`src/rtl/alu_seq_ctrl.sv`:
```
// Sequencing controller around an external 4-bit ALU: accepts one command at a time,
// updates an accumulator (single-cycle ALU ops, LOAD/READ, 4-cycle shift-add MUL) and returns a response.
module alu_seq_ctrl #(
    parameter bit MUL_EN = 1'b1
) (
    input  logic       clk,
    input  logic       rst_n,
    input  logic       cmd_valid,
    output logic       cmd_ready,
    input  logic [3:0] cmd_op,
    input  logic [3:0] cmd_data,
    output logic       rsp_valid,
    input  logic       rsp_ready,
    output logic [3:0] rsp_data,
    output logic       rsp_carry,
    output logic       rsp_zero,
    output logic       rsp_err,
    output logic [3:0] alu_a,
    output logic [3:0] alu_b,
    output logic [2:0] alu_sel,
    input  logic [3:0] alu_out,
    input  logic       alu_carry,
    output logic [3:0] acc
);

    typedef enum logic [1:0] {
        S_IDLE,
        S_EXEC,
        S_MUL,
        S_RESP
    } state_t;

    localparam logic [3:0] OP_LOAD = 4'b1000;
    localparam logic [3:0] OP_MUL  = 4'b1001;
    localparam logic [3:0] OP_READ = 4'b1010;
    localparam logic [3:0] OP_ADD  = 4'b0000;
    localparam logic [3:0] OP_SUB  = 4'b0001;

    state_t     state;
    logic [3:0] acc_reg;
    logic [3:0] op_q;
    logic [3:0] data_q;
    logic [3:0] p;
    logic       carry;
    logic       err;
    logic [1:0] mul_idx;

    // Command decode, evaluated on the incoming opcode in IDLE.
    logic       cmd_is_alu;
    logic       cmd_is_mul;
    logic       cmd_is_load;
    logic       cmd_is_read;

    always_comb begin
        cmd_is_alu  = (cmd_op[3] == 1'b0) && (cmd_op[2:0] <= 3'd5);
        cmd_is_mul  = MUL_EN && (cmd_op == OP_MUL);
        cmd_is_load = (cmd_op == OP_LOAD);
        cmd_is_read = (cmd_op == OP_READ);
    end

    // Shift-add multiply step: acc<<i is the partial term, acc<<(i+1) feeds the next cycle.
    logic [7:0] acc_shift;
    logic [3:0] b_next;
    logic       mul_bit;
    logic       shift_lost;
    logic [3:0] p_next;

    always_comb begin
        acc_shift  = {4'b0000, acc_reg} << mul_idx;
        b_next     = acc_reg << ({1'b0, mul_idx} + 3'd1);
        mul_bit    = data_q[mul_idx];
        shift_lost = (acc_shift[7:4] != 4'b0000);
        p_next     = mul_bit ? alu_out : p;
    end

    always_ff @(posedge clk or negedge rst_n) begin
        if (!rst_n) begin
            state   <= S_IDLE;
            acc_reg <= 4'h0;
            op_q    <= 4'h0;
            data_q  <= 4'h0;
            p       <= 4'h0;
            carry   <= 1'b0;
            err     <= 1'b0;
            mul_idx <= 2'd0;
            alu_a   <= 4'h0;
            alu_b   <= 4'h0;
            alu_sel <= 3'b000;
        end else begin
            case (state)
                S_IDLE: begin
                    if (cmd_valid) begin
                        op_q   <= cmd_op;
                        data_q <= cmd_data;
                        carry  <= 1'b0;
                        err    <= 1'b0;
                        if (cmd_is_alu) begin
                            state   <= S_EXEC;
                            alu_a   <= acc_reg;
                            alu_b   <= cmd_data;
                            alu_sel <= cmd_op[2:0];
                        end else if (cmd_is_mul) begin
                            state   <= S_MUL;
                            p       <= 4'h0;
                            mul_idx <= 2'd0;
                            alu_a   <= 4'h0;
                            alu_b   <= acc_reg;
                            alu_sel <= 3'b000;
                        end else begin
                            state <= S_RESP;
                            if (cmd_is_load) begin
                                acc_reg <= cmd_data;
                            end
                            err <= !(cmd_is_load || cmd_is_read);
                        end
                    end
                end

                S_EXEC: begin
                    acc_reg <= alu_out;
                    carry   <= ((op_q == OP_ADD) || (op_q == OP_SUB)) ? alu_carry : 1'b0;
                    alu_a   <= 4'h0;
                    alu_b   <= 4'h0;
                    alu_sel <= 3'b000;
                    state   <= S_RESP;
                end

                S_MUL: begin
                    p       <= p_next;
                    mul_idx <= mul_idx + 2'd1;
                    if (mul_bit) begin
                        carry <= carry | alu_carry | shift_lost;
                    end
                    if (mul_idx == 2'd3) begin
                        acc_reg <= p_next;
                        alu_a   <= 4'h0;
                        alu_b   <= 4'h0;
                        alu_sel <= 3'b000;
                        state   <= S_RESP;
                    end else begin
                        alu_a   <= p_next;
                        alu_b   <= b_next;
                        alu_sel <= 3'b000;
                    end
                end

                S_RESP: begin
                    if (rsp_ready) begin
                        state <= S_IDLE;
                    end
                end

                default: state <= S_IDLE;
            endcase
        end
    end

    // Accumulator only changes on the edge entering RESP, so the response fields are stable there.
    assign cmd_ready = (state == S_IDLE);
    assign rsp_valid = (state == S_RESP);
    assign rsp_data  = acc_reg;
    assign rsp_zero  = (acc_reg == 4'h0);
    assign rsp_carry = carry;
    assign rsp_err   = err;
    assign acc       = acc_reg;

endmodule

```
`config.mk`:
```
export PLATFORM = sky130hd
export DESIGN_NAME = alu_seq_ctrl
export DESIGN_NICKNAME = d
export VERILOG_FILES = /design/src/rtl/alu_seq_ctrl.sv
export SDC_FILE = /design/constraint.sdc
export NUM_CORES = 1
export LEC_CHECK = 0
export ABC_CLOCK_PERIOD_IN_PS = 1700
export CORE_UTILIZATION = 35
export CTS_CLUSTER_DIAMETER = 40
export DETAILED_ROUTE_END_ITERATION = 10
export SYNTH_ARGS = -nofsm -noshare
export SYNTH_HDL_FRONTEND = slang
export SYNTH_SLANG_ARGS = --single-unit
```
`constraint.sdc`:
```
create_clock -name clk -period 1.7 [get_ports clk]
set_input_delay 0.51 -clock clk [delete_from_list [all_inputs] [get_ports clk]]
set_output_delay 0.51 -clock clk [all_outputs]
set_load 0.005 [all_outputs]
```
==> reports/results.txt, run 1 <==
ys flop type = dfrtp_1
placed wire-length estimate = 4220 um
Final Hold Viols = 0
Synth Cell Area = 2040 um^2
H-tree levels = 2
CTS tree = built
critical path class = flop to flop
final worst slack = -153 ps
via count = 1,880
Synth cell types = 39
Seq/Total Area, Yosys = 39.3%
FF-to-FF Start = mul_idx[0]
drt wl/cell = 15.9 um
Die Ht = 78.3 um
Post-DP Area = 2850 um^2
DIE AREA = 6130 um^2
fin crit share = 109%
Antenna Nets Post-Route = 0
type of origin of the critical path = flop
clock-pin slew on the worst setup and hold paths = 70 ps
FP Rows = 27
first-pass GRT wire length = 9680 um
CTS Buf Count = 5
worst-path fanout max = 4
Slew headroom = 75.6%
switch share = 39.5%
hold wc startpoint = rsp_err
Post-synth EDFFs = 0
Worst Setup End Kind = flop
Final Slew Violations = 0
Worst Path Arrival = 2030 ps
Clk Latency, worst-skew pair = 290 ps
drt via density = 5.15
core area = 5570 um^2
clk root buf = clkbuf_8
failing checks = negative setup slack
CTS Buffer Depth = 2
largest net degree at the start of global routing = 33
WP data required = 1870 ps
final setup vio count = 9
fin util = 56.9%
I/O Buffers = 40
fmax = 540 MHz
worst hold path class = flop to flop
status = finished with violations
gr usage total = 20.6%
Nets = 315
actual slew at the worst max-slew pin = 358 ps
Die Width = 78.3 um
GPL Wtd Cong = 0.824
Comb power frac = 69.1%
fin crit period = 1850 ps
DRC = 0
flip-flop and latch count after synthesis = 32
# clock sinks = 32
Non-Filler Instances = 365
Net Switching = 2580 uW
power per cell area = 2060 nW/um^2
Setup TNS = -819 ps
number of I/O pins = 41
internal power = 3950 uW
LEAKAGE = 0.00143 uW
share of cells above drive strength 1 = 39.9%
Post-Place Cells = 350
critical path launch point = mul_idx[0]
Syn-to-layout area delta = 55.6%
CTS Hold Bufs = 0
drt total wl = 5820 um
Hold WS = 493 ps
RSZ-0062 raised after global routing = yes
vias in the first global route = 1,930
Pre-Repair DR Iteration Count = 4
Initial DRC Count = 62
initial antenna violation count = 0
peak supply drop = 888 uV
Ys Warns = 0
Worst Clk Skew = 3.57 ps
Reg power frac = 21.5%
Mean Syn Cell Area = 9.94 um^2
antenna cells = 0
grt total ovfl = 0
Starting Density = 36.6%
Synth Instances = 205
Final Cell Area = 3170 um^2
Net Count, Synth = 228
clock share of power = 9.4%
Max Cap Viol = 0
Synth async-reset ratio = 100%
## layout by cell type (no fill, tap or decap), types with 3 or more instances in the layout
master	synthesis	layout
dfrtp_1	32	30
clkdlybuf4s50_1	0	24
buf_4	4	45
buf_2	1	3
mux2_2	19	16
o21ai_0	12	8
nand3_1	9	8
mux2i_1	19	14
nand2_1	25	24
o211ai_1	5	5
o21ai_1	3	5
clkbuf_8	0	6
inv_1	10	8
ha_1	6	3
dlygate4sd2_1	0	11
mux2i_4	0	3
a211oi_1	4	4
a21oi_1	4	3
mux2_4	0	3
buf_6	2	10
nor2_1	5	4
o2bb2ai_1	4	4
## layout make-up
class                      count  area [um^2]
clock buffer                   6         82.6
clock inverter                 2         10.0
fill                         506         2400
inverter                      10         37.5
multi-input combinational    147         1300
sequential                    32          803
tap                           72         90.1
timing repair buffer          96          847
## cells by family (layout without fill, tap and decap cells)
kind of cell,after synthesis,count (layout),synth area share (%)
fa+ha+maj,6,6,3.68
simple gates,52,52,12.0
compound gates,49,49,16.5
flops,32,32,39.3
mux,40,40,22.2
buf+inv,26,114,6.32
## synthesized netlist by cell type, types with 4 or more instances
master / instances / share of area (%)
a21oi_1: 4 / 0.98
o211ai_1: 5 / 1.8
a211oi_1: 4 / 1.5
nand3_1: 9 / 2.2
o21ai_0: 12 / 2.9
nor2_1: 5 / 0.92
buf_4: 4 / 1.5
inv_1: 10 / 1.8
nand2_1: 25 / 4.6
mux2i_1: 19 / 9.3
mux2_2: 19 / 10
clkbuf_1: 9 / 1.7
dfrtp_1: 32 / 39
o2bb2ai_1: 4 / 1.7
nor2b_1: 5 / 1.5
ha_1: 6 / 3.7
## worst max-delay path, cell delays in order (launching register included)
cell and delay [ps]:
dfrtp_2 450, buf_6 140, ha_4 260, mux4_2 500
nand3_2 90, o21ai_1 60, mux2_2 250
## stage by stage
stage	total power [uW]	setup WS [ps]
final	6540	-153
after global routing	7020	-210
after CTS	6260	-150
after detailed placement	5340	-438
after global placement	5300	-416
after floorplan	3590	-70.3
## final timing paths
check / endpoint / slack, ps / cells after the start
max: alu_b[3] / -150 / 6
min: rsp_err / 490 / 2
max reg2reg: alu_b[3] / -150 / 6
min reg2reg: rsp_err / 490 / 2
max in group asynchronous: mul_idx[1] / 920 / 2
min in group asynchronous: rsp_err / 590 / 2
## power by group through the flow
stage / clock [uW] / combinational [uW] / sequential, uW
after detailed placement: 0 / 3990 / 1360
final: 612 / 4520 / 1410
after floorplan: 0 / 2220 / 1370
after global routing: 660 / 4910 / 1450
after global placement: 0 / 3940 / 1360
after CTS: 634 / 4240 / 1380
## routing by layer
layer	global-route usage [%]	wire length [um]	vias up
met1	27.8	2730	912
li1	-	-	918
met4	8.33	98	0
met2	32.0	2720	42
met3	4.53	262	8
met5	0	0	-
## repair_timing
item                                    CTS  global route
gates cloned                              0             1
gates resized for setup                  55            22
buffers inserted                          6             2
endpoints found under the setup margin   28            22
pin swaps                                 9             5
endpoints found under the hold margin     0             0
No activity file was read; power rests on OpenSTA's default activity.
==> run 2, diff against run 1 <==
Settings changed: GPL_TIMING_DRIVEN set to 0.
==> reports/results.txt, run 2 (synthesis results as in run 1) <==
status = finished with violations
failing checks = negative setup slack
H-tree levels = 2
Nets = 304
WP data required = 1880 ps
GPL Wtd Cong = 0.793
Pre-Repair DR Iteration Count = 4
gr usage total = 21.0%
Setup TNS = -1160 ps
fin crit period = 1870 ps
drt total wl = 6020 um
vias in the first global route = 1,840
clk root buf = clkbuf_8
drt via density = 5.31
Syn-to-layout area delta = 57.6%
Worst Setup End Kind = flop
clock-pin slew on the worst setup and hold paths = 60 ps
worst-path fanout max = 7
fmax = 535 MHz
CTS Hold Bufs = 0
CTS Buf Count = 5
Slew headroom = 50.8%
critical path class = flop to flop
Clk Latency, worst-skew pair = 290 ps
DIE AREA = 6130 um^2
LEAKAGE = 0.00140 uW
Hold WS = 274 ps
R2R depth = 6
CTS tree = built
# clock sinks = 32
Worst Clk Skew = 3.13 ps
antenna cells = 0
Starting Density = 36.6%
via count = 1,879
most frequent cells in the layout = 32 x buf_4, 28 x dfrtp_1, 24 x nand2_1
drt wl/cell = 17.0 um
final setup vio count = 10
Initial DRC Count = 114
type of origin of the critical path = flop
first-pass GRT wire length = 9670 um
core area = 5570 um^2
I/O Buffers = 38
fin crit share = 110%
commonest non-fill, non-tap cell in the layout = buf_4
DRC = 0
share of cells above drive strength 1 = 42.2%
actual slew at the worst max-slew pin = 738 ps
placed wire-length estimate = 3850 um
Max Cap Viol = 0
Antenna Nets Post-Route = 0
grt total ovfl = 0
FILL cells = 478
Final Slew Violations = 0
fin util = 57.6%
worst hold path class = input port to asynchronous set/reset pin
CTS Buffer Depth = 2
Die Ht = 78.3 um
Non-Filler Instances = 354
peak supply drop = 908 uV
initial antenna violation count = 0
power per cell area = 2160 nW/um^2
Post-Place Cells = 315
RSZ-0062 raised after global routing = yes
Final Hold Viols = 0
final worst slack = -168 ps
Worst Path Arrival = 2050 ps
number of I/O pins = 41
FP Rows = 27
Die Width = 78.3 um
largest net degree at the start of global routing = 33
==> run 2: layout make-up <==
cell class | instances | area [um^2] | share of cell area [%]
buffer | 15 | 126 | 3.93
clock buffer | 8 | 90.1 | 2.80
inverter | 10 | 37.5 | 1.17
multi-input combinational | 147 | 1450 | 45.2
sequential | 32 | 806 | 25.1
tap | 72 | 90.1 | 2.80
timing repair buffer | 70 | 611 | 19.0
==> run 2: path summary, 6_finish.rpt <==
check	start	slack (ps)	end
hold reg to reg	rsp_err	480	rsp_err
setup reg to reg	mul_idx[0]	-170	alu_a[2]
max in group asynchronous	rst_n	900	acc[0]
min in group clk	rsp_err	480	rsp_err
setup / recovery	mul_idx[0]	-170	alu_a[2]
hold / removal	rst_n	270	alu_sel[1]
==> run 2: metrics by stage <==
step / area, um^2 / power [uW] / setup WS, ps
2_1_floorplan: 2080 / 3590 / -70.3
3_3_place_gp: 2550 / 4720 / -603
3_5_place_dp: 2540 / 4770 / -620
4_1_cts: 3010 / 6320 / -157
5_1_grt: 3210 / 7390 / -239
6_report: 3210 / 6920 / -168
==> run 2: power by group <==
group / total [uW] / switching, uW / leakage (uW) / internal, uW
combinational: 4840 / 2200 / 0.000949 / 2640
sequential: 1470 / 347 / 0.000401 / 1130
clock: 613 / 284 / 0.0000455 / 330
==> run 2: worst max-delay path, cell delays in order (launching register included) <==
cell and delay, ps:
dfrtp_1 400, buf_6 140, mux4_2 520, buf_8 170, mux2i_4 190, o21ai_1 80, mux2_2 250
==> run 2: metal layers <==
metal	vias up	routed length [um]	GRT usage [%]	part of all wire [%]
met5	-	0	0	0
met2	48	2880	33.0	48
met1	926	2710	28.4	45
met3	14	270	3.95	4.5
li1	891	-	-	-
met4	0	157	8.15	2.6
==> run 2: what timing repair did <==
action                     in CTS  in global routing
setup buffers                  20                 12
pin swaps                       5                  8
hold endpoints to repair        0                  0
resized for setup              75                 33
gates cloned                    0                  0
setup endpoints to repair      32                 24
==> run 3, diff against run 2 <==
Settings changed: CORE_ASPECT_RATIO set to 0.75, MAX_ROUTING_LAYER set to met4.
==> reports/results.txt, run 3 (synthesis results as in run 1) <==
Crit-path slowest cell = mux4_2
DRC = 0
worst-path cell chain = buf_6 -> mux4_2 -> buf_12 -> mux2i_4 -> o21ai_2 -> mux2_2
Final Cell Area = 3250 um^2
Initial DRC Count = 124
Pre-Repair DR Iteration Count = 4
critical path's largest stage delay = 530 ps
type of origin of the critical path = flop
Worst Path Arrival = 2030 ps
CTS tree = built
area occupied by multi-input gates = 1440 um^2
status = finished with violations
drt wl/cell = 16.9 um
Nets = 306
placed wire-length estimate = 3940 um
GPL Wtd Cong = 0.802
FF+latch area = 806 um^2
LEAKAGE = 0.00139 uW
first-pass GRT wire length = 9500 um
WP data required = 1860 ps
Slew headroom = 50.5%
Antenna Nets Post-Route = 0
worst-path fanout max = 7
Die Ht = 68.1 um
FP Rows = 23
fin crit period = 1860 ps
Final Hold Viols = 0
Clk Latency, worst-skew pair = 280 ps
RSZ-0062 raised after global routing = yes
Final Slew Violations = 0
I/O Buffers = 38
worst hold path class = input port to asynchronous set/reset pin
Post-DP Area = 2550 um^2
Hold WS = 284 ps
Max Cap Viol = 0
CTS Hold Bufs = 0
most frequent cells in the layout = 28 x buf_4, 28 x dfrtp_1, 24 x nand2_1
drt total wl = 6080 um
actual slew at the worst max-slew pin = 743 ps
power per cell area = 2140 nW/um^2
pre-CTS setup slack = -669 ps
final setup vio count = 10
vias in the first global route = 1,801
core area = 5470 um^2
clk root buf = clkbuf_8
antenna cells = 0
initial antenna violation count = 0
final worst slack = -162 ps
via count = 1,897
H-tree levels = 2
fin crit share = 110%
Worst Setup End Kind = flop
DIE AREA = 6140 um^2
Starting Density = 37.3%
critical path class = flop to flop
drt via density = 5.28
Setup TNS = -870 ps
grt total ovfl = 0
gr usage total = 21.0%
largest net degree at the start of global routing = 33
number of I/O pins = 41
fmax = 537 MHz
peak supply drop = 952 uV
share of cells above drive strength 1 = 44.0%
Crit path max-delay family = multiplexers
Die Width = 90.1 um
CTS Buffer Depth = 2
clock-pin slew on the worst setup and hold paths = 70 ps
failing checks = negative setup slack
FILL cells = 493
# clock sinks = 32
CTS Buf Count = 5
Syn-to-layout area delta = 59.3%
Buf/Inv on CP = 2
Worst Clk Skew = 13.7 ps
-- run 3: cell types whose count changed in the layout (fill, tap and decap cells not counted), moves of 2 or more --
cell and change:
dlygate4sd2_1 -2, mux2_2 +2, a211oi_2 +2, a211oi_4 -2
buf_4 -4, mux2_4 -2, o21ai_2 +2, clkdlybuf4s15_1 +2
o21ai_0 -2, buf_6 +5
-- run 3: per-stage QoR --
stage               util (%)  power (uW)  instances
detailed placement      46.6        4720        318
floorplan                  -        3590        205
finish                  59.4        6950        359
CTS                     56.0        6360        351
global route            59.4        7420        359
global placement        46.7        4700        318
-- run 3: path summary, 6_finish.rpt --
| path | start | endpoint | slack (ps) | cells after the start |
|---|---|---|---|---|
| worst min register to register | rsp_err | rsp_err | 480 | 2 |
| min in group clk | rsp_err | rsp_err | 480 | 2 |
| worst max-delay path | mul_idx[0] | alu_a[1] | -160 | 6 |
| worst max register to register | mul_idx[0] | alu_a[1] | -160 | 6 |
| max in group asynchronous | rst_n | acc[0] | 890 | 1 |
| worst min-delay path | rst_n | p[2] | 280 | 1 |
-- run 3: per-layer routing --
layer  vias to the layer above  track usage, %  routed length [um]  share of wire, %
li1                        898               -                   -                 -
met1                       928            29.9                3080                51
met2                        63            30.7                2550                42
met3                         8            4.44                 407               6.7
met4                         0            4.23                  44              0.72
met5                         -               -                   0                 0
-- run 3: power breakdown --
part | leakage (uW) | internal, uW | switching [uW]
combinational | 0.000940 | 2720 | 2160
sequential | 0.000401 | 1130 | 343
clock | 0.0000455 | 330 | 276
-- run 3: area by class of cell --
cell class / instances / area share [%]
Multi-Input combinational cell: 147 / 44.2
Sequential cell: 32 / 24.8
Timing Repair Buffer: 72 / 19.8
Buffer: 15 / 4.35
Tap cell: 75 / 2.89
Clock buffer: 8 / 2.77
Inverter: 10 / 1.16
-- run 3: worst reg2reg max path, delay by kind of cell (launching register included) --
family,cells,cell delay (ps)
flops,1,370
compound gates,1,80
mux,3,990
buf+inv,2,290
-- run 3: what timing repair did --
| item | in CTS | in global routing |
|---|---|---|
| setup buffers | 26 | 8 |
| pin swaps | 9 | 9 |
| gates resized for setup | 76 | 37 |
| setup endpoints to repair | 31 | 26 |
==> edit (config.mk and constraints of run 2) <==
Put one more register stage on the output `rsp_err`, with the module's reset. The value now appears one clock later. The other outputs are not delayed to match.
--- a/src/rtl/alu_seq_ctrl.sv
+++ b/src/rtl/alu_seq_ctrl.sv
@@ -163,3 +163,9 @@
     assign rsp_carry = carry;
-    assign rsp_err   = err;
+    always_ff @(posedge clk or negedge rst_n) begin
+        if (!rst_n) begin
+            rsp_err <= '0;
+        end else begin
+            rsp_err <= err;
+        end
+    end
     assign acc       = acc_reg;
Check against the original RTL: not equivalent (a bounded check fails within 4 cycles, from zero or initial values and one cycle with rst_n low).
==> edit against run 2 <==
The run still ends with setup timing left. Routed wire length fell by 4.2%. Count of clock-buffer cells in the layout decreased by 1. Sequential cell count is 1 higher. Fmax grew 1.5%. Synthesized area is 0.31% higher. Die area is 0.31% higher. Cell area up 2.2%. Clock power decreased by 2%. Sequential share of layout area up 0.23 points. Setup slack better by 0.028 ns. Cell count rose by 3.1%. Power shrank 0.54%.
==> edit: results (changes against run 2) <==
outcome:
  status: "finished with violations"  # unchanged
  failed_checks: "setup timing"  # unchanged
place:
  port_buffers: 37  # was 38
  hpwl_um: 3640  # was 3850 um
synthesis:
  synth_seq_cells: 33  # was 32
  synth_cells: 202  # was 205
  synthTopCellsByCount: "33 x dfrtp_1, 22 x nand2_1, 21 x mux2_2"  # was 32 x dfrtp_1, 25 x nand2_1, 19 x mux2_2, 19 x mux2i_1, 12 x o21ai_0
  ys_types: 41  # was 39
timing:
  skew_ns: 0.00859  # was 0.00313 ns
  final.setup.tns_ns: -0.954  # was -1.16 ns
  finalWorstSetupSlack_ns: -0.140  # was -0.168 ns
  max_slew_margin_pct: 49.6  # was 50.8%
  setup_viol: 14  # was 10
  whs_ns: 0.285  # was 0.274 ns
route:
  drt_iter0_markers: 94  # was 114
  via_per_inst: 5.25  # was 5.31
pwr:
  seq_power_uw: 1430  # was 1470 uW
  power.switching_uw: 2660  # was 2830 uW
final_layout:
  n_all_inverters: 7  # was 10
  multi_input_area_share_pct: 41.3  # was 45.2%
  fin_nets: 316  # was 304
  clock_tree_area_fraction_pct: 2.63  # was 2.80%
  final_cells: 365  # was 354
  buf_share_pct: 27.2  # was 22.9%
  drive_gt1_share_pct: 44.0  # was 42.2%
global_route:
  grt_pass1_vias: 1890  # was 1840
  grt_pass1_wl_um: 9720  # was 9670 um
  grt_max_degree: 34  # was 33
worst_setup_path:
  worstReg2RegEnd: "alu_a[1]$_DFFE_PN0P_"  # was alu_a[2]$_DFFE_PN0P_
[edit: timing repair]
action	in CTS	in global routing
cloned	1	0
resized for setup	69	41
buffers inserted	35	11
pin swaps	13	15
endpoints found under the setup margin	34	29
[edit: how the worst max path moves through the flow]
stage                     slack, ns              startpoint  cells after the start              endpoint
after CTS                     -0.18      acc[1]$_DFFE_PN0P_                      3              rsp_zero
final                         -0.14  mul_idx[0]$_DFFE_PN0P_                      6  alu_a[1]$_DFFE_PN0P_
after global placement        -0.73               cmd_op[0]                      4    acc[1]$_DFFE_PN0P_
after global routing          -0.20  mul_idx[0]$_DFFE_PN0P_                      6  alu_a[1]$_DFFE_PN0P_
after detailed placement      -0.73               cmd_op[0]                      4    acc[3]$_DFFE_PN0P_
after floorplan               -0.20               cmd_op[2]                      4    acc[3]$_DFFE_PN0P_
[edit: cells by family after synthesis]
| logic type | synth area share (%) |
|---|---|
| AOI/OAI and AO/OA | 13.6 |
| adders and majority gates | 3.67 |
| buffers and inverters | 5.75 |
| DFF | 40.4 |
| muxes | 22.6 |
| and+or+nand+nor | 14.0 |
[edit: layer usage]
layer  part of all wire (%)  GRT usage, %
met2                     49          33.2
met3                    3.6          3.37
met4                    1.6          7.41
met5                      0             0
met1                     46          28.2
[edit: worst max-delay path: cells and delay by family (launching register included)]
kind | cells | cell delay, ns
buffers and inverters | 2 | 0.29
multiplexers | 3 | 0.97
AO/OA/AOI/OAI | 1 | 0.09
flip-flops | 1 | 0.37
[edit: through the flow]
| step | cell area (sq um) | worst slack, ns |
|---|---|---|
| floorplan | 2090 | -0.204 |
| finish | 3280 | -0.140 |
| global route | 3280 | -0.200 |
| CTS | 3070 | -0.180 |
| global placement | 2550 | -0.733 |
| detailed placement | 2550 | -0.728 |
